$ cat src/rtl/spu_decode_pkg.sv
// spu_decode_pkg
// Shared definitions for the registered SPU decode stage:
//   - state_t        : sequencer states (IDLE / HOLD / BURST)
//   - OP_*           : instruction class encodings of the Op field
//   - FN_* / ALU_*   : data-processing funct[4:1] codes and ALUControl values
//   - FN_DRW_*       : SPU funct[4:1] codes that select a DRW (draw) instruction
//   - ctrl_t         : fixed-width part of the control bundle
//                      (the SPU control word is COLOR_W dependent and kept apart)
//   - alu_map/alu_known : data-processing funct -> ALUControl lookup
package spu_decode_pkg;

    typedef enum logic [1:0] {
        ST_IDLE  = 2'b00,
        ST_HOLD  = 2'b01,
        ST_BURST = 2'b10
    } state_t;

    localparam logic [1:0] OP_DP  = 2'b00;
    localparam logic [1:0] OP_MEM = 2'b01;
    localparam logic [1:0] OP_BR  = 2'b10;
    localparam logic [1:0] OP_SPU = 2'b11;

    localparam logic [3:0] FN_AND = 4'b0000;
    localparam logic [3:0] FN_EOR = 4'b0001;
    localparam logic [3:0] FN_SUB = 4'b0010;
    localparam logic [3:0] FN_ADD = 4'b0100;
    localparam logic [3:0] FN_LSL = 4'b1000;
    localparam logic [3:0] FN_LSR = 4'b1001;
    localparam logic [3:0] FN_CMP = 4'b1010;
    localparam logic [3:0] FN_ORR = 4'b1100;

    localparam logic [3:0] ALU_ADD = 4'b0000;
    localparam logic [3:0] ALU_SUB = 4'b0001;
    localparam logic [3:0] ALU_AND = 4'b0010;
    localparam logic [3:0] ALU_ORR = 4'b0011;
    localparam logic [3:0] ALU_EOR = 4'b0100;
    localparam logic [3:0] ALU_LSL = 4'b1000;
    localparam logic [3:0] ALU_LSR = 4'b1001;

    localparam logic [3:0] FN_DRW_A = 4'b0101;
    localparam logic [3:0] FN_DRW_B = 4'b1100;

    typedef struct packed {
        logic [1:0] flagw;
        logic       pcs;
        logic       regw;
        logic       memw;
        logic       regw_spu;
        logic       nowrite;
        logic       memtoreg;
        logic       alusrc;
        logic [1:0] immsrc;
        logic [1:0] regsrc;
        logic [3:0] alucontrol;
    } ctrl_t;

    // Unmapped codes fall back to ADD.
    function automatic logic [3:0] alu_map(input logic [3:0] fn);
        case (fn)
            FN_AND:  return ALU_AND;
            FN_EOR:  return ALU_EOR;
            FN_SUB:  return ALU_SUB;
            FN_ADD:  return ALU_ADD;
            FN_LSL:  return ALU_LSL;
            FN_LSR:  return ALU_LSR;
            FN_CMP:  return ALU_SUB;
            FN_ORR:  return ALU_ORR;
            default: return ALU_ADD;
        endcase
    endfunction

    function automatic logic alu_known(input logic [3:0] fn);
        return fn inside {FN_AND, FN_EOR, FN_SUB, FN_ADD,
                          FN_LSL, FN_LSR, FN_CMP, FN_ORR};
    endfunction

endpackage

$ cat src/rtl/spu_decode_comb.sv
// spu_decode_comb
// Pure combinational decode of {op, funct, rd, color} into the control bundle.
// Ports:
//   op, funct, rd, color : instruction fields
//   ctrl                 : fixed-width control bundle (ctrl_t)
//   spucontrol           : SPU control word {funct[4:1], color}, all-ones for non-SPU
//   is_drw               : instruction is an SPU draw (multi-beat at the stage)
//   illegal              : only with SPU_DECODE_ILLEGAL_TRAP_EN; encoding is trapped
// Configuration macro: SPU_DECODE_ILLEGAL_TRAP_EN
module spu_decode_comb
    import spu_decode_pkg::*;
#(
    parameter int COLOR_W = 8
) (
    input  logic [1:0]         op,
    input  logic [5:0]         funct,
    input  logic [3:0]         rd,
    input  logic [COLOR_W-1:0] color,
`ifdef SPU_DECODE_ILLEGAL_TRAP_EN
    output logic               illegal,
`endif
    output ctrl_t              ctrl,
    output logic [COLOR_W+3:0] spucontrol,
    output logic               is_drw
);

    logic [3:0] fn;
    assign fn = funct[4:1];

    always_comb begin
        ctrl       = '0;
        spucontrol = '1;
        is_drw     = 1'b0;
`ifdef SPU_DECODE_ILLEGAL_TRAP_EN
        illegal    = 1'b0;
`endif
        case (op)
            OP_DP: begin
                ctrl.regw       = 1'b1;
                ctrl.alusrc     = funct[5];
                ctrl.alucontrol = alu_map(fn);
                ctrl.nowrite    = (fn == FN_CMP);
                ctrl.flagw[1]   = funct[0];
                ctrl.flagw[0]   = funct[0] & ((fn == FN_ADD) | (fn == FN_SUB) | (fn == FN_CMP));
            end
            OP_MEM: begin
                ctrl.immsrc   = 2'b01;
                ctrl.alusrc   = 1'b1;
                ctrl.memtoreg = 1'b1;
                if (funct[0]) begin
                    ctrl.regw = 1'b1;          // LDR
                end else begin
                    ctrl.regsrc = 2'b10;       // STR reads Rd as store data
                    ctrl.memw   = 1'b1;
                end
            end
            OP_BR: begin
                ctrl.regsrc = 2'b01;
                ctrl.immsrc = 2'b10;
                ctrl.alusrc = 1'b1;
            end
            default: begin                     // OP_SPU
                spucontrol    = {fn, color};
                ctrl.memtoreg = 1'b1;
                if ((fn == FN_DRW_A) || (fn == FN_DRW_B)) begin
                    is_drw    = 1'b1;
                    ctrl.memw = 1'b1;          // draw writes the frame buffer
                end else begin
                    ctrl.regw     = 1'b1;
                    ctrl.regw_spu = 1'b1;
                end
            end
        endcase

        // Writing r15 redirects the PC just like a branch.
        ctrl.pcs = (op == OP_BR) | ((rd == 4'hF) & ctrl.regw);

`ifdef SPU_DECODE_ILLEGAL_TRAP_EN
        illegal = ((op == OP_DP) & ~alu_known(fn)) | ((op == OP_SPU) & funct[0]);
        if (illegal) begin
            // Trapped encodings become a harmless single-beat NOP.
            ctrl.regw     = 1'b0;
            ctrl.memw     = 1'b0;
            ctrl.regw_spu = 1'b0;
            ctrl.pcs      = 1'b0;
            is_drw        = 1'b0;
        end
`endif
    end

endmodule

$ cat src/rtl/spu_decode_stage.sv
// spu_decode_stage
// Registered decode stage between fetch and register-read/execute. Decodes each
// accepted instruction into a registered control bundle; an SPU draw (DRW)
// is replayed as DRW_BEATS consecutive beats with an incrementing beat index.
// Ports:
//   clk, rst_n           : clock, asynchronous active-low reset
//   in_valid / in_ready  : fetch-side handshake
//   in_op/funct/rd/color : instruction fields
//   flush                : taken branch; kills the held and the incoming instruction
//   out_valid / out_ready: execute-side handshake
//   out_*                : registered control bundle
//   out_beat, out_last   : DRW beat index and final-beat marker
//   busy                 : sequencer is in a DRW burst
//   illegal              : sticky trap flag (only with SPU_DECODE_ILLEGAL_TRAP_EN)
//   dbg_state            : current sequencer state (state_t encoding)
// Configuration macro: SPU_DECODE_ILLEGAL_TRAP_EN
//
// Handshake: a transfer happens on a rising edge where valid & ready are both
// high. valid never drops and the payload never changes until the transfer,
// except that flush withdraws out_valid. in_ready may depend combinationally
// on out_ready (a slot frees only when the held beat leaves) and is held low
// during a flush cycle.
module spu_decode_stage
    import spu_decode_pkg::*;
#(
    parameter int COLOR_W   = 8,
    parameter int DRW_BEATS = 4,
    parameter int BEAT_W    = (DRW_BEATS > 1) ? $clog2(DRW_BEATS) : 1
) (
    input  logic               clk,
    input  logic               rst_n,
    input  logic               in_valid,
    output logic               in_ready,
    input  logic [1:0]         in_op,
    input  logic [5:0]         in_funct,
    input  logic [3:0]         in_rd,
    input  logic [COLOR_W-1:0] in_color,
    input  logic               flush,
    output logic               out_valid,
    input  logic               out_ready,
    output logic [1:0]         out_flagw,
    output logic               out_pcs,
    output logic               out_regw,
    output logic               out_memw,
    output logic               out_regw_spu,
    output logic               out_nowrite,
    output logic               out_memtoreg,
    output logic               out_alusrc,
    output logic [1:0]         out_immsrc,
    output logic [1:0]         out_regsrc,
    output logic [3:0]         out_alucontrol,
    output logic [COLOR_W+3:0] out_spucontrol,
    output logic [BEAT_W-1:0]  out_beat,
    output logic               out_last,
    output logic               busy,
`ifdef SPU_DECODE_ILLEGAL_TRAP_EN
    output logic               illegal,
`endif
    output logic [1:0]         dbg_state
);

    localparam logic [BEAT_W-1:0] LAST_BEAT = BEAT_W'(DRW_BEATS - 1);

    state_t             state;
    ctrl_t              ctrl_q;
    logic [COLOR_W+3:0] spu_q;
    logic [BEAT_W-1:0]  beat_q;
    logic               valid_q;
    logic               last_q;

    ctrl_t              dec_ctrl;
    logic [COLOR_W+3:0] dec_spu;
    logic               dec_drw;
    logic               accept;
    logic               handshake;

`ifdef SPU_DECODE_ILLEGAL_TRAP_EN
    logic dec_illegal;
    logic illegal_q;
`endif

    spu_decode_comb #(.COLOR_W(COLOR_W)) u_comb (
        .op         (in_op),
        .funct      (in_funct),
        .rd         (in_rd),
        .color      (in_color),
`ifdef SPU_DECODE_ILLEGAL_TRAP_EN
        .illegal    (dec_illegal),
`endif
        .ctrl       (dec_ctrl),
        .spucontrol (dec_spu),
        .is_drw     (dec_drw)
    );

    // A new instruction fits only when the output slot is empty or its final
    // beat is leaving this cycle.
    always_comb begin
        in_ready = 1'b0;
        if (!flush) begin
            case (state)
                ST_IDLE:  in_ready = 1'b1;
                ST_HOLD:  in_ready = out_ready;
                ST_BURST: in_ready = out_ready & last_q;
                default:  in_ready = 1'b0;
            endcase
        end
    end

    assign accept    = in_valid & in_ready;
    assign handshake = valid_q & out_ready;

    always_ff @(posedge clk or negedge rst_n) begin
        if (!rst_n) begin
            state   <= ST_IDLE;
            ctrl_q  <= '0;
            spu_q   <= '0;
            beat_q  <= '0;
            valid_q <= 1'b0;
            last_q  <= 1'b0;
        end else if (flush) begin
            state   <= ST_IDLE;
            beat_q  <= '0;
            valid_q <= 1'b0;
            last_q  <= 1'b0;
        end else if (accept) begin
            ctrl_q  <= dec_ctrl;
            spu_q   <= dec_spu;
            beat_q  <= '0;
            valid_q <= 1'b1;
            if (dec_drw && (DRW_BEATS > 1)) begin
                state  <= ST_BURST;
                last_q <= 1'b0;
            end else begin
                state  <= ST_HOLD;
                last_q <= 1'b1;
            end
        end else if (handshake) begin
            if ((state == ST_BURST) && !last_q) begin
                beat_q <= beat_q + BEAT_W'(1);
                last_q <= ((beat_q + BEAT_W'(1)) == LAST_BEAT);
            end else begin
                state   <= ST_IDLE;
                beat_q  <= '0;
                valid_q <= 1'b0;
                last_q  <= 1'b0;
            end
        end
    end

`ifdef SPU_DECODE_ILLEGAL_TRAP_EN
    always_ff @(posedge clk or negedge rst_n) begin
        if (!rst_n) begin
            illegal_q <= 1'b0;
        end else if (accept && dec_illegal) begin
            illegal_q <= 1'b1;
        end
    end
    assign illegal = illegal_q;
`endif

    assign out_valid      = valid_q;
    assign out_flagw      = ctrl_q.flagw;
    assign out_pcs        = ctrl_q.pcs;
    assign out_regw       = ctrl_q.regw;
    assign out_memw       = ctrl_q.memw;
    assign out_regw_spu   = ctrl_q.regw_spu;
    assign out_nowrite    = ctrl_q.nowrite;
    assign out_memtoreg   = ctrl_q.memtoreg;
    assign out_alusrc     = ctrl_q.alusrc;
    assign out_immsrc     = ctrl_q.immsrc;
    assign out_regsrc     = ctrl_q.regsrc;
    assign out_alucontrol = ctrl_q.alucontrol;
    assign out_spucontrol = spu_q;
    assign out_beat       = beat_q;
    assign out_last       = last_q;
    assign busy           = (state == ST_BURST);
    assign dbg_state      = state;

endmodule

$ cat config.mk
export PLATFORM = sky130hd
export DESIGN_NAME = spu_decode_stage
export DESIGN_NICKNAME = d
export VERILOG_FILES = /design/src/rtl/spu_decode_pkg.sv /design/src/rtl/spu_decode_comb.sv /design/src/rtl/spu_decode_stage.sv
export SDC_FILE = /design/constraint.sdc
export NUM_CORES = 1
export LEC_CHECK = 0
export BUFFER_PORTS_ARGS = -buffer_cell sky130_fd_sc_hd__buf_2
export CAP_MARGIN = 20
export CORE_AREA = 2 2 79 81
export CTS_CLUSTER_DIAMETER = 100
export CTS_CLUSTER_SIZE = 24
export DETAILED_ROUTE_END_ITERATION = 7
export DIE_AREA = 0 0 81 83
export SKIP_CTS_REPAIR_TIMING = 1
export SLEW_MARGIN = 20
export SYNTH_ARGS = -nofsm -noshare
export SYNTH_HDL_FRONTEND = slang
export SYNTH_SLANG_ARGS = --single-unit
$ cat constraint.sdc
create_clock -name clk -period 1.65 [get_ports clk]
set_input_delay 0.33 -clock clk [delete_from_list [all_inputs] [get_ports clk]]
set_output_delay 0.33 -clock clk [all_outputs]
set_load 0.03 [all_outputs]
======== Yosys cells after proc, flatten, opt, wreduce, memory -nomap -nowiden ========
Memory sizes are Yosys's and may differ from the RTL's.
Cells that the tools add are included.
storage, ports and cells
  output and inout bits ................... 37
  memory bits (read-only) ................. 64
  input bits .............................. 25
  logic and storage cells ................. 86
  memories ................................ 1
  bits in registers ....................... 35
cells by class
  add/sub/neg operators ................... 1
  bitwise logic cells ..................... 9
  equality and inequality tests ........... 12
  mux-type cells .......................... 36
  reductions and logical operators ........ 11
memories
  memory           depth  width  read ports  clocked after Yosys merged registers in  wr ports  line                  source
  (no name shown)  16     4      1           0                                        0         spu_decode_pkg.sv:59  case (fn)
operators with widths
  operator               count
  $mux W2                11
  $mux W1                18
  $eq A4 B4 Y1 const B   3
  $mux W12               1
  $eq A4 B3 Y1 const B   2
  $pmux W4 S2            1
  $eq A2 B2 Y1 const B   3
  $pmux W1 S3            2
  $and A1 B1 Y1          5
  $eq A2 B1 Y1 const B   2
  $eq A4 B2 Y1 const B   1
  $logic_not A2 Y1       2
  $mux W4                1
  $pmux W1 S2            2
  $reduce_and A2 Y1      2
  $reduce_or A2 Y1       2
  $ne A3 B3 Y1 const B   1
  $or A1 B1 Y1           3
  $reduce_bool A3 Y1     1
  $reduce_or A3 Y1       1
  $add A2 B1 Y2 const B  1
  $logic_and A1 B1 Y1    1
  $logic_not A1 Y1       1
  $logic_or A1 B1 Y1     1
  $not A1 Y1             1

======== Logic depth before layout (Yosys ltp) ========
Gate-level depths: netlist of run 1.
  depth in word-level cells ............... 7
  mapped depth ............................ 6
  gate-level depth less buffers ........... 6

======== Hierarchy ========
From an unflattened synthesis of run 1, not the netlist that was laid out.
second synthesis, totals
  cell total of the unflattened synthesis .. 161
  area total of the unflattened synthesis .. 1,936.9 um^2
by module, submodules not included
  module            area an instance (um^2)  instances  cells an instance
  spu_decode_stage  1,501.4                  1          100
  spu_decode_comb   435.4                    1          61

======== Least setup slack after synthesis of run 1 ========
OpenSTA, ideal clock, no wires.
  kind .................................... register to register
  start ................................... register state[0], in the netlist dbg_state[0]
  end ..................................... register ctrl_q (netlist bit out_immsrc[0])
  setup time .............................. 0.125 ns
  setup slack ............................. -0.055 ns
  arrival time ............................ 1.580 ns
  data required time ...................... 1.525 ns
  period minus slack after synthesis ...... 1.705 ns
  cell stages (with the launch flop) ...... 5
  cells stage by stage .................... dfrtp_1 and3b_1 o311ai_4 buf_6 mux2_2
between the ends
  longest elaborated chain between the ends .. 5
  elaborated cells on any way between the ends .. 7
RTL lines
  what                                        line                     source
  start, declared                             spu_decode_stage.sv:64   state_t state;
  start signal, assigned                      spu_decode_stage.sv:114  state <= ST_IDLE;
  start signal, assigned                      spu_decode_stage.sv:121  state <= ST_IDLE;
  start signal, assigned                      spu_decode_stage.sv:131  state <= ST_BURST;
  $eq A2 B2 Y1, or another cell as far along  spu_decode_stage.sv:100  case (state)
  $pmux W1 S3 *                               spu_decode_stage.sv:100
  $mux W1 *                                   spu_decode_stage.sv:99   if (!flush) begin
  $and A1 B1 Y1 *                             spu_decode_stage.sv:109  assign accept = in_valid & in_ready;
  $reduce_and A2 Y1 (no line) *               -
  end signal, assigned                        spu_decode_stage.sv:126  ctrl_q <= dec_ctrl;
  end, declared                               spu_decode_stage.sv:65   ctrl_t ctrl_q;
Mark *: on every way between the ends. The rest lies on a longest branch, timed or not.
A chain may end at the register's enable or synchronous reset.

======== Worst setup path after layout of run 1 ========
  start ................................... register state[0], in the netlist dbg_state[0]
  end ..................................... output port in_ready
between the ends
  longest elaborated chain between the ends .. 3
  elaborated cells on any way between the ends .. 5
RTL lines
  what                                        line                     source
  $eq A2 B2 Y1, or another cell as far along  spu_decode_stage.sv:100
  $pmux W1 S3 *                               spu_decode_stage.sv:100
  $mux W1 *                                   spu_decode_stage.sv:99
  end, declared                               spu_decode_stage.sv:33   output logic in_ready,
Marked as above.

==> results of run 1 <==
[final cells by class]
cell class / instances / area, sq um / area share, %
clock buffers: 7 / 76.3 / 3.39
inverters: 10 / 37.5 / 1.67
multi-input cells: 120 / 778 / 34.5
flip-flops and latches: 34 / 853 / 37.9
well taps: 75 / 93.8 / 4.16
repair buffers: 73 / 414 / 18.4
[stage by stage]
stage	util, %	setup slack [ps]	instance area (sq um)	power [mW]	hold slack (ps)
finish	38.7	-13.6	2250	2.17	75.5
global route	38.7	-106	2250	2.31	104
CTS	38.2	-66.9	2220	2.20	84.8
detailed placement	36.9	25.5	2140	1.61	391
global placement	36.9	38.1	2140	1.60	386
floorplan	-	9.91	1720	1.39	34.4
[layout by cell type, fill, tap and decap left out, types with 2 or more instances in the layout]
cell type | netlist | layout
nand3_1 | 5 | 5
nor2b_1 | 10 | 9
clkbuf_8 | 0 | 5
dfrtp_1 | 34 | 32
nand2_1 | 27 | 27
clkbuf_1 | 2 | 2
ha_1 | 10 | 10
a21oi_1 | 9 | 9
a21o_1 | 4 | 4
buf_2 | 2 | 60
o21ai_0 | 15 | 15
buf_4 | 3 | 11
nor3_1 | 6 | 5
mux2_2 | 3 | 3
nand4_1 | 2 | 2
o31ai_1 | 6 | 6
o211ai_1 | 2 | 2
inv_1 | 10 | 10
nor2_1 | 6 | 5
dfrtp_2 | 0 | 2
[path summary, 6_finish.rpt]
check	start	to	slack [ps]	cells past startpoint
min reg2reg	out_spucontrol[6]	out_spucontrol[6]	480	2
min in group clk	in_funct[2]	out_alucontrol[3]	260	2
max in group asynchronous	rst_n	dbg_state[0]	1240	2
max	dbg_state[0]	in_ready	-10	4
min	rst_n	out_flagw[1]	80	2
max reg2reg	dbg_state[0]	out_regsrc[0]	60	4
[logic make-up after synthesis]
family / after synthesis / share of synthesized area [%]
AOI/OAI and AO/OA: 43 / 16.9
xor gates and xnor gates: 1 / 0.509
adders and majority gates: 10 / 7.27
buffers and inverters: 20 / 6.03
DFF: 34 / 49.4
muxes: 4 / 2.54
and+or+nand+nor: 62 / 17.4
[sequential cells by signal, indices dropped and copies added, names as in the netlist]
register        count
dbg_state           2
out_alucontrol      4
out_alusrc          1
out_beat            2
out_flagw           2
out_immsrc          1
out_last            1
out_memtoreg        1
out_memw            1
out_nowrite         1
out_pcs             1
out_regsrc          2
out_regw            1
out_regw_spu        1
out_spucontrol     12
out_valid           1
[where the power goes]
part | switching, mW | total (mW) | internal [mW]
Sequential | 0.0549 | 0.987 | 0.932
Clock | 0.282 | 0.572 | 0.290
Combinational | 0.408 | 0.614 | 0.206
Total | 0.745 | 2.17 | 1.43
[critical path, delay by kind of cell (launching register included)]
kind / cells / cell delay [ps]
flops: 1 / 450
buf+inv: 1 / 160
simple gates: 3 / 440
[layer usage]
metal	up-vias	global-route usage, %	wire length (microns)
met4	0	2.77	25
met1	672	16.4	1860
met3	3	4.13	230
li1	734	-	-
met2	37	20.3	1890
met5	-	0	0
==> flow_results.xml, run 1 <==
<?xml version="1.0" encoding="UTF-8"?>
<metrics>
  <group name="global_routing">
    <metric name="grtUsageTotal" unit="%">12.6</metric>
    <metric name="largest_net_degree_at_the_start_of_global_routing" unit="">35</metric>
    <metric name="grt_first_pass_wirelength" unit="microns">6720</metric>
    <metric name="via_count_of_the_first_global_routing_pass" unit="">1428</metric>
    <metric name="grt_overflow_total" unit="">0</metric>
    <metric name="antenna_found_initial" unit="">0</metric>
  </group>
  <group name="sta">
    <metric name="drv_slew" unit="">0</metric>
    <metric name="final-setup-viol-count" unit="">1</metric>
    <metric name="maxClockFrequency" unit="MHz">601</metric>
    <metric name="final-hold-violation-count" unit="">0</metric>
    <metric name="worst_clk_skew" unit="ps">5.06</metric>
    <metric name="rsz0062_at_grt" unit="">yes</metric>
    <metric name="postLayoutSetupSlackWorst" unit="ps">-13.6</metric>
    <metric name="worstMarginPinSlew" unit="ps">440</metric>
    <metric name="period_minus_slack" unit="ps">1660</metric>
    <metric name="fin_setup_tns" unit="ps">-13.6</metric>
    <metric name="fin_crit_sh" unit="%">101</metric>
    <metric name="slew_headroom" unit="%">70.6</metric>
  </group>
  <group name="pwr">
    <metric name="leakage_power" unit="nW">1.16</metric>
    <metric name="areal_power_density_over_the_cells" unit="nW/um^2">964</metric>
    <metric name="max-vdd-ir-drop" unit="mV">0.297</metric>
  </group>
  <group name="detailed_routing">
    <metric name="vias_after_detailed_routing" unit="">1446</metric>
    <metric name="final_antenna_net_count" unit="">0</metric>
    <metric name="drt_iter0_drc" unit="">46</metric>
    <metric name="post_drt_via_cell_ratio" unit="">4.53</metric>
    <metric name="mean_routed_wirelength_per_cell" unit="microns">12.6</metric>
    <metric name="detailedRoute.firstPassIterationCount" unit="">4</metric>
    <metric name="drcViolationCount" unit="">0</metric>
    <metric name="wl" unit="microns">4010</metric>
  </group>
  <group name="cts">
    <metric name="numClockSinks" unit="">34</metric>
    <metric name="clock_insertion_delay_worst_skew" unit="ps">280</metric>
    <metric name="tritoncts" unit="">built</metric>
    <metric name="clock_tree.root_cell" unit="">clkbuf_8</metric>
    <metric name="ctsHtreeMaxLevel" unit="">2</metric>
    <metric name="clk_pin_slew" unit="ps">70</metric>
    <metric name="max-clock-path-buffers" unit="">2</metric>
    <metric name="tritoncts.num_buffers" unit="">5</metric>
  </group>
  <group name="logic_synthesis">
    <metric name="synth_edf_count" unit="">0</metric>
    <metric name="synthTopCellsByCount" unit="">dfrtp_1 (34), nand2_1 (27), o21ai_0 (15)</metric>
    <metric name="synth.largest_area_cell" unit="">dfrtp_1</metric>
    <metric name="yosysMostFrequentCell" unit="">dfrtp_1</metric>
    <metric name="synth_cell_types" unit="">35</metric>
    <metric name="ys_ff_latch" unit="">34</metric>
    <metric name="synth_cell_area" unit="sq um">1720</metric>
    <metric name="postSynthCellCount" unit="">174</metric>
    <metric name="synthesis.yosys.warnings" unit="">0</metric>
    <metric name="synth.net_count" unit="">209</metric>
    <metric name="synth.area.top_cells" unit="">dfrtp_1 (49%), ha_1 (7.3%), nand2_1 (5.9%), o21ai_0 (4.4%), nor2b_1 (3.6%)</metric>
    <metric name="seq_area_frac_synth" unit="%">49.4</metric>
    <metric name="synth-main-ff-cell" unit="">dfrtp_1</metric>
    <metric name="syn-mean-instance-area" unit="sq um">9.89</metric>
    <metric name="synth_async_sr_flop_share" unit="%">100</metric>
    <metric name="synth_top_cell_area_share" unit="%">49.4</metric>
  </group>
  <group name="setup_path">
    <metric name="nature_of_the_critical_path_startpoint" unit="">flop</metric>
    <metric name="cpPeakStageDelay" unit="ps">450</metric>
    <metric name="category_of_the_critical_setup_timing_path" unit="">reg2out</metric>
    <metric name="cp_max_fo" unit="">6</metric>
    <metric name="timing.critical_path.required" unit="ps">1320</metric>
    <metric name="critical-path-slowest-cell" unit="">dfrtp_2</metric>
    <metric name="worstPathCellList" unit="">and3b_2 &gt; nor3_2 &gt; nor2_1 &gt; buf_4</metric>
    <metric name="worst-endpoint-arrival" unit="ps">1330</metric>
    <metric name="kind_of_capture_point_of_the_worst_setup_path" unit="">output port</metric>
  </group>
  <group name="die">
    <metric name="die_area" unit="sq um">6720</metric>
    <metric name="core-area" unit="sq um">5820</metric>
    <metric name="start_util" unit="%">29.6</metric>
    <metric name="floorplan_die_width" unit="microns">81</metric>
    <metric name="number_of_cell_rows" unit="">28</metric>
    <metric name="floorplan.io_pins" unit="">62</metric>
    <metric name="dieHeight" unit="microns">83</metric>
  </group>
  <group name="run">
    <metric name="maxcap_violations" unit="">0</metric>
  </group>
  <group name="cells_and_area">
    <metric name="antenna_cells" unit="">0</metric>
    <metric name="layout.cells.non_filler" unit="">319</metric>
    <metric name="areaGrowthSynthToFinish" unit="%">30.9</metric>
    <metric name="layout-drive-gt1-share" unit="%">37.3</metric>
    <metric name="design.final.nets" unit="">279</metric>
    <metric name="layout.filler_cells" unit="">633</metric>
  </group>
  <group name="placed_design">
    <metric name="hpwlAfterDp" unit="microns">3000</metric>
    <metric name="routabilityCongestion" unit="">0.768</metric>
    <metric name="dpl.cell_count" unit="">310</metric>
    <metric name="place.port_buffers" unit="">61</metric>
  </group>
  <group name="hold_path">
    <metric name="worst_hold_path_type" unit="">in2async</metric>
  </group>
  <group name="status">
    <metric name="run_status" unit="">finished with violations</metric>
    <metric name="failing_checks" unit="">negative setup slack</metric>
  </group>
</metrics>
Power figures use the tool's default switching activity.
==> run 2, diff against run 1 <==
REMOVE_ABC_BUFFERS = 1   (was default)
==> run 2 against run 1 <==
Net effect:
- the run now ends clean
- hold slack worse by 2.3 ps
- setup slack better by 24 ps
- via count is 1.9% lower
- clock skew is 1.2 ps lower
- first-iteration DRC count is 37% higher
- register-to-register slack hardly changed
- combinational power is 1% lower
- non-clock buffer count is 2 lower
==> flow_results.xml, run 2 (same netlist as run 1, synthesis figures left out) <==
<?xml version="1.0" encoding="UTF-8"?>
<metrics>
  <group name="status">
    <metric name="run_status" unit="">completed</metric>
  </group>
  <group name="detailed_routing">
    <metric name="mean_routed_wirelength_per_cell" unit="microns">12.1</metric>
    <metric name="vias_after_detailed_routing" unit="">1419</metric>
    <metric name="post_drt_via_cell_ratio" unit="">4.46</metric>
    <metric name="detailedRoute.firstPassIterationCount" unit="">4</metric>
    <metric name="drcViolationCount" unit="">0</metric>
    <metric name="final_antenna_net_count" unit="">0</metric>
    <metric name="wl" unit="microns">3840</metric>
    <metric name="drt_iter0_drc" unit="">63</metric>
  </group>
  <group name="cells_and_area">
    <metric name="antenna_cells" unit="">0</metric>
    <metric name="mostFrequentLayoutCell" unit="">buf_2</metric>
    <metric name="layout-drive-gt1-share" unit="%">37.4</metric>
    <metric name="area_of_the_multi_input_gates" unit="sq um">778</metric>
    <metric name="layout.filler_cells" unit="">617</metric>
    <metric name="largest_register_ffs" unit="">12</metric>
    <metric name="layout.area.seq" unit="sq um">852</metric>
    <metric name="areaGrowthSynthToFinish" unit="%">32.6</metric>
    <metric name="final_core_utilization" unit="%">39.3</metric>
    <metric name="design.final.nets" unit="">277</metric>
    <metric name="layout.cells.non_filler" unit="">318</metric>
    <metric name="layout_common_cells" unit="">buf_2 (60), dfrtp_1 (33), nand2_1 (27)</metric>
    <metric name="final_cell_area" unit="sq um">2280</metric>
  </group>
  <group name="setup_path">
    <metric name="timing.critical_path.required" unit="ps">1320</metric>
    <metric name="timing.reg2reg.worst_path_depth" unit="">4</metric>
    <metric name="critical-path-slowest-cell" unit="">dfrtp_2</metric>
    <metric name="cpPeakStageDelay" unit="ps">440</metric>
    <metric name="nature_of_the_critical_path_startpoint" unit="">flop</metric>
    <metric name="worstPathCellList" unit="">and3b_2 &gt; nor3_2 &gt; nor2_1 &gt; buf_4</metric>
    <metric name="cp_max_fo" unit="">7</metric>
    <metric name="worstReg2RegStart" unit="">dbg_state[0]</metric>
    <metric name="reg2reg_to" unit="">out_immsrc[0]</metric>
    <metric name="cpLargestDelayFamily" unit="">flip-flops</metric>
    <metric name="path_buf_inv" unit="">1</metric>
    <metric name="kind_of_capture_point_of_the_worst_setup_path" unit="">output port</metric>
    <metric name="worst-endpoint-arrival" unit="ps">1310</metric>
    <metric name="setup.reg_to_reg.worst_slack" unit="ps">70</metric>
    <metric name="category_of_the_critical_setup_timing_path" unit="">reg2out</metric>
  </group>
  <group name="placed_design">
    <metric name="routabilityCongestion" unit="">0.733</metric>
    <metric name="detailed_place.area" unit="sq um">2150</metric>
    <metric name="place.port_buffers" unit="">61</metric>
    <metric name="hpwlAfterDp" unit="microns">2870</metric>
    <metric name="dpl.cell_count" unit="">310</metric>
  </group>
  <group name="pwr">
    <metric name="leakage_power" unit="nW">1.18</metric>
    <metric name="net-switching-power" unit="uW">751</metric>
    <metric name="sw_frac_of_total" unit="%">32.5</metric>
    <metric name="finalPower" unit="mW">2.31</metric>
    <metric name="power.internal" unit="mW">1.56</metric>
    <metric name="power.share.sequential" unit="%">42.7</metric>
    <metric name="share_comb_of_total_power" unit="%">26.3</metric>
    <metric name="clock_power_share" unit="%">31.0</metric>
    <metric name="areal_power_density_over_the_cells" unit="nW/um^2">1010</metric>
    <metric name="max-vdd-ir-drop" unit="mV">0.419</metric>
  </group>
  <group name="die">
    <metric name="die_area" unit="sq um">6720</metric>
    <metric name="start_util" unit="%">29.6</metric>
    <metric name="core-area" unit="sq um">5820</metric>
    <metric name="floorplan_die_width" unit="microns">81</metric>
    <metric name="number_of_cell_rows" unit="">28</metric>
    <metric name="dieHeight" unit="microns">83</metric>
    <metric name="floorplan.io_pins" unit="">62</metric>
  </group>
  <group name="cts">
    <metric name="max-clock-path-buffers" unit="">2</metric>
    <metric name="tritoncts.num_buffers" unit="">5</metric>
    <metric name="clk_pin_slew" unit="ps">70</metric>
    <metric name="tritoncts" unit="">built</metric>
    <metric name="ctsHtreeMaxLevel" unit="">2</metric>
    <metric name="clock_insertion_delay_worst_skew" unit="ps">280</metric>
    <metric name="clock_tree.root_cell" unit="">clkbuf_8</metric>
    <metric name="numClockSinks" unit="">34</metric>
  </group>
  <group name="sta">
    <metric name="drv_slew" unit="">0</metric>
    <metric name="period_minus_slack" unit="ps">1640</metric>
    <metric name="fin_setup_tns" unit="ps">0</metric>
    <metric name="slew_headroom" unit="%">70.7</metric>
    <metric name="fin_crit_sh" unit="%">99.3</metric>
    <metric name="rsz0062_at_grt" unit="">yes</metric>
    <metric name="worst_clk_skew" unit="ps">3.88</metric>
    <metric name="maxClockFrequency" unit="MHz">610</metric>
    <metric name="final-setup-viol-count" unit="">0</metric>
    <metric name="final-hold-violation-count" unit="">0</metric>
    <metric name="worstMarginPinSlew" unit="ps">440</metric>
  </group>
  <group name="run">
    <metric name="maxcap_violations" unit="">0</metric>
  </group>
  <group name="global_routing">
    <metric name="grt_first_pass_wirelength" unit="microns">6440</metric>
    <metric name="grt_overflow_total" unit="">0</metric>
    <metric name="grtUsageTotal" unit="%">12.3</metric>
    <metric name="via_count_of_the_first_global_routing_pass" unit="">1378</metric>
    <metric name="antenna_found_initial" unit="">0</metric>
    <metric name="largest_net_degree_at_the_start_of_global_routing" unit="">35</metric>
  </group>
  <group name="hold_path">
    <metric name="worst_hold_path_type" unit="">in2async</metric>
  </group>
</metrics>
==> run 2: routing by layer <==
layer  track usage, %  routed length (microns)  vias to the layer above  part of all wire, %
met5                0                        0                        -                    0
met3             3.70                      230                        5                  6.0
met2             18.8                     1750                       39                   46
met4             3.85                       44                        0                  1.1
li1                 -                        -                      735                    -
met1             16.6                     1820                      640                   47
==> run 2: power by group through the flow <==
stage / clock (mW) / combinational [mW] / sequential (mW)
2_1_floorplan: 0 / 0.166 / 1.21
3_3_place_gp: 0 / 0.604 / 0.999
3_5_place_dp: 0 / 0.609 / 1.00
4_1_cts: 0.748 / 0.609 / 0.987
5_1_grt: 0.795 / 0.660 / 0.999
6_report: 0.716 / 0.606 / 0.985
==> run 2: cell type report <==
class / instances / share of cell area, %
inverters: 10 / 1.64
flip-flops and latches: 34 / 37.3
repair buffers: 71 / 18.0
clock buffers: 8 / 4.82
well taps: 75 / 4.11
multi-input cells: 120 / 34.1
==> run 2: metrics by stage <==
stage / hold WS (ps) / setup WS [ps]
after floorplan: 34.4 / -880
after global placement: 392 / 64.3
after detailed placement: 392 / 52.3
after CTS: 83.7 / -64.1
after global routing: 108 / -36.7
final: 73.2 / 10.8
==> run 2: worst max-delay path by stage <==
stage | cells after the start | slack, ps | from | end
3_5_place_dp | 6 | 50 | out_ready | out_spucontrol[6]
6_report | 4 | 10 | dbg_state[0] | in_ready
2_1_floorplan | 4 | -880 | dbg_state[0] | dbg_state[1]
4_1_cts | 4 | -60 | dbg_state[0] | in_ready
3_3_place_gp | 5 | 60 | out_ready | out_immsrc[0]
5_1_grt | 4 | -40 | dbg_state[0] | in_ready
==> run 3, diff against run 2 <==
SETUP_SLACK_MARGIN = 0.15   (was default)
==> run 3 against run 2 <==
Net effect:
- sequential share of layout area is 3.1 points lower
- power is 4.3% higher
- first-iteration DRC count is 7.9% higher
- maximum frequency is 0.14% lower
- count of clock-buffer cells in the layout stayed put
- routed wire length is 8.8% higher
- hold slack worse by 1.5 ps
- setup slack worse by 2.3 ps
- largest power group unchanged
- final area is 9.1% higher
==> flow_results.xml, run 3 (same netlist as run 1, synthesis figures left out) <==
<?xml version="1.0" encoding="UTF-8"?>
<metrics>
  <group name="die">
    <metric name="dieHeight" unit="microns">83</metric>
    <metric name="floorplan_die_width" unit="microns">81</metric>
    <metric name="number_of_cell_rows" unit="">28</metric>
    <metric name="floorplan.io_pins" unit="">62</metric>
    <metric name="core-area" unit="sq um">5820</metric>
    <metric name="die_area" unit="sq um">6720</metric>
    <metric name="start_util" unit="%">29.6</metric>
  </group>
  <group name="cells_and_area">
    <metric name="design.final.nets" unit="">280</metric>
    <metric name="largest_register_ffs" unit="">12</metric>
    <metric name="areaGrowthSynthToFinish" unit="%">44.7</metric>
    <metric name="final_cell_area" unit="sq um">2490</metric>
    <metric name="mostFrequentLayoutCell" unit="">buf_2</metric>
    <metric name="layout.cells.non_filler" unit="">321</metric>
    <metric name="layout-drive-gt1-share" unit="%">50.8</metric>
    <metric name="layout_common_cells" unit="">buf_2 (60), dfrtp_1 (33), nand2_2 (12)</metric>
    <metric name="antenna_cells" unit="">0</metric>
  </group>
  <group name="hold_path">
    <metric name="worst_hold_path_type" unit="">in2async</metric>
  </group>
  <group name="placed_design">
    <metric name="dpl.cell_count" unit="">310</metric>
    <metric name="place.port_buffers" unit="">61</metric>
    <metric name="routabilityCongestion" unit="">0.733</metric>
    <metric name="hpwlAfterDp" unit="microns">2870</metric>
    <metric name="detailed_place.area" unit="sq um">2150</metric>
  </group>
  <group name="run">
    <metric name="maxcap_violations" unit="">0</metric>
  </group>
  <group name="sta">
    <metric name="final-setup-viol-count" unit="">0</metric>
    <metric name="fin_crit_sh" unit="%">99.5</metric>
    <metric name="rsz0062_at_grt" unit="">yes</metric>
    <metric name="period_minus_slack" unit="ps">1640</metric>
    <metric name="fin_setup_tns" unit="ps">0</metric>
    <metric name="maxClockFrequency" unit="MHz">609</metric>
    <metric name="worst_clk_skew" unit="ps">5.56</metric>
    <metric name="slew_headroom" unit="%">70.7</metric>
    <metric name="drv_slew" unit="">0</metric>
    <metric name="worstMarginPinSlew" unit="ps">440</metric>
    <metric name="final-hold-violation-count" unit="">0</metric>
  </group>
  <group name="cts">
    <metric name="max-clock-path-buffers" unit="">2</metric>
    <metric name="numClockSinks" unit="">34</metric>
    <metric name="tritoncts" unit="">built</metric>
    <metric name="clock_insertion_delay_worst_skew" unit="ps">290</metric>
    <metric name="clk_pin_slew" unit="ps">70</metric>
    <metric name="tritoncts.num_buffers" unit="">5</metric>
    <metric name="ctsHtreeMaxLevel" unit="">2</metric>
    <metric name="clock_tree.root_cell" unit="">clkbuf_8</metric>
  </group>
  <group name="global_routing">
    <metric name="gr-usage-met1" unit="%">16.6</metric>
    <metric name="largest_net_degree_at_the_start_of_global_routing" unit="">35</metric>
    <metric name="grt.busiest_layer" unit="">met2</metric>
    <metric name="antenna_found_initial" unit="">0</metric>
    <metric name="grtUsageTotal" unit="%">12.3</metric>
    <metric name="grt_first_pass_wirelength" unit="microns">6440</metric>
    <metric name="grt_overflow_total" unit="">0</metric>
    <metric name="via_count_of_the_first_global_routing_pass" unit="">1378</metric>
    <metric name="gr-usage-met3" unit="%">3.70</metric>
    <metric name="grt_util_met2" unit="%">18.8</metric>
  </group>
  <group name="detailed_routing">
    <metric name="drt_iter0_drc" unit="">68</metric>
    <metric name="detailedRoute.firstPassIterationCount" unit="">3</metric>
    <metric name="post_drt_via_cell_ratio" unit="">4.58</metric>
    <metric name="vias_after_detailed_routing" unit="">1470</metric>
    <metric name="mean_routed_wirelength_per_cell" unit="microns">13.0</metric>
    <metric name="wl" unit="microns">4180</metric>
    <metric name="final_antenna_net_count" unit="">0</metric>
    <metric name="drcViolationCount" unit="">0</metric>
  </group>
  <group name="pwr">
    <metric name="areal_power_density_over_the_cells" unit="nW/um^2">966</metric>
    <metric name="leakage_power" unit="nW">1.25</metric>
    <metric name="max-vdd-ir-drop" unit="mV">0.413</metric>
    <metric name="finalPower" unit="mW">2.41</metric>
  </group>
  <group name="setup_path">
    <metric name="critical-path-slowest-cell" unit="">dfrtp_2</metric>
    <metric name="kind_of_capture_point_of_the_worst_setup_path" unit="">output port</metric>
    <metric name="category_of_the_critical_setup_timing_path" unit="">reg2out</metric>
    <metric name="cpPeakStageDelay" unit="ps">450</metric>
    <metric name="worstPathCellList" unit="">and3b_2 &gt; nor3_2 &gt; nor2_1 &gt; buf_4</metric>
    <metric name="cpLargestDelayFamily" unit="">flip-flops</metric>
    <metric name="path_buf_inv" unit="">1</metric>
    <metric name="nature_of_the_critical_path_startpoint" unit="">flop</metric>
    <metric name="worst-endpoint-arrival" unit="ps">1310</metric>
    <metric name="timing.critical_path.required" unit="ps">1320</metric>
    <metric name="cp_max_fo" unit="">7</metric>
  </group>
  <group name="status">
    <metric name="run_status" unit="">completed</metric>
  </group>
</metrics>
[run 3: changes by cell type in the layout (fill, tap and decap cells not counted), sizes merged]
cell,change
clkbuf,+1
buf,+2
[run 3: routing by layer]
metal  wire [microns]  vias to the layer above
met2             1910                       39
li1                 -                      735
met3              233                        6
met1             2000                      690
met5                0                        -
met4               44                        0
[run 3: area by class of cell]
cell class | instances | area (sq um)
inverters | 10 | 37.5
clock buffers | 8 | 110
well taps | 75 | 93.8
multi-input cells | 120 | 922
flip-flops and latches | 34 | 852
repair buffers | 74 | 475
fillers | 596 | 3320
[run 3: final timing paths]
kind | from | endpoint | slack (ps) | depth (start not counted)
hold / removal | rst_n | out_valid | 70 | 2
setup / recovery | dbg_state[0] | in_ready | 8 | 4
min in group clk | flush | out_last | 270 | 2
setup reg to reg | dbg_state[0] | out_spucontrol[11] | 50 | 6
max in group asynchronous | rst_n | dbg_state[0] | 1240 | 2
hold reg to reg | out_spucontrol[11] | out_spucontrol[11] | 480 | 1
[run 3: metrics by stage]
step / util (%) / hold slack (ps) / setup WS, ps
global placement: 37.0 / 392 / 64.3
floorplan: - / 34.4 / -880
global route: 42.8 / 108 / -36.7
detailed placement: 37.0 / 392 / 52.3
finish: 42.8 / 71.7 / 8.49
CTS: 38.9 / 83.7 / -64.1
[run 3: power by group]
| group | switching (mW) | internal (mW) |
|---|---|---|
| clock network | 0.299 | 0.421 |
| logic | 0.437 | 0.250 |
| registers | 0.0674 | 0.932 |
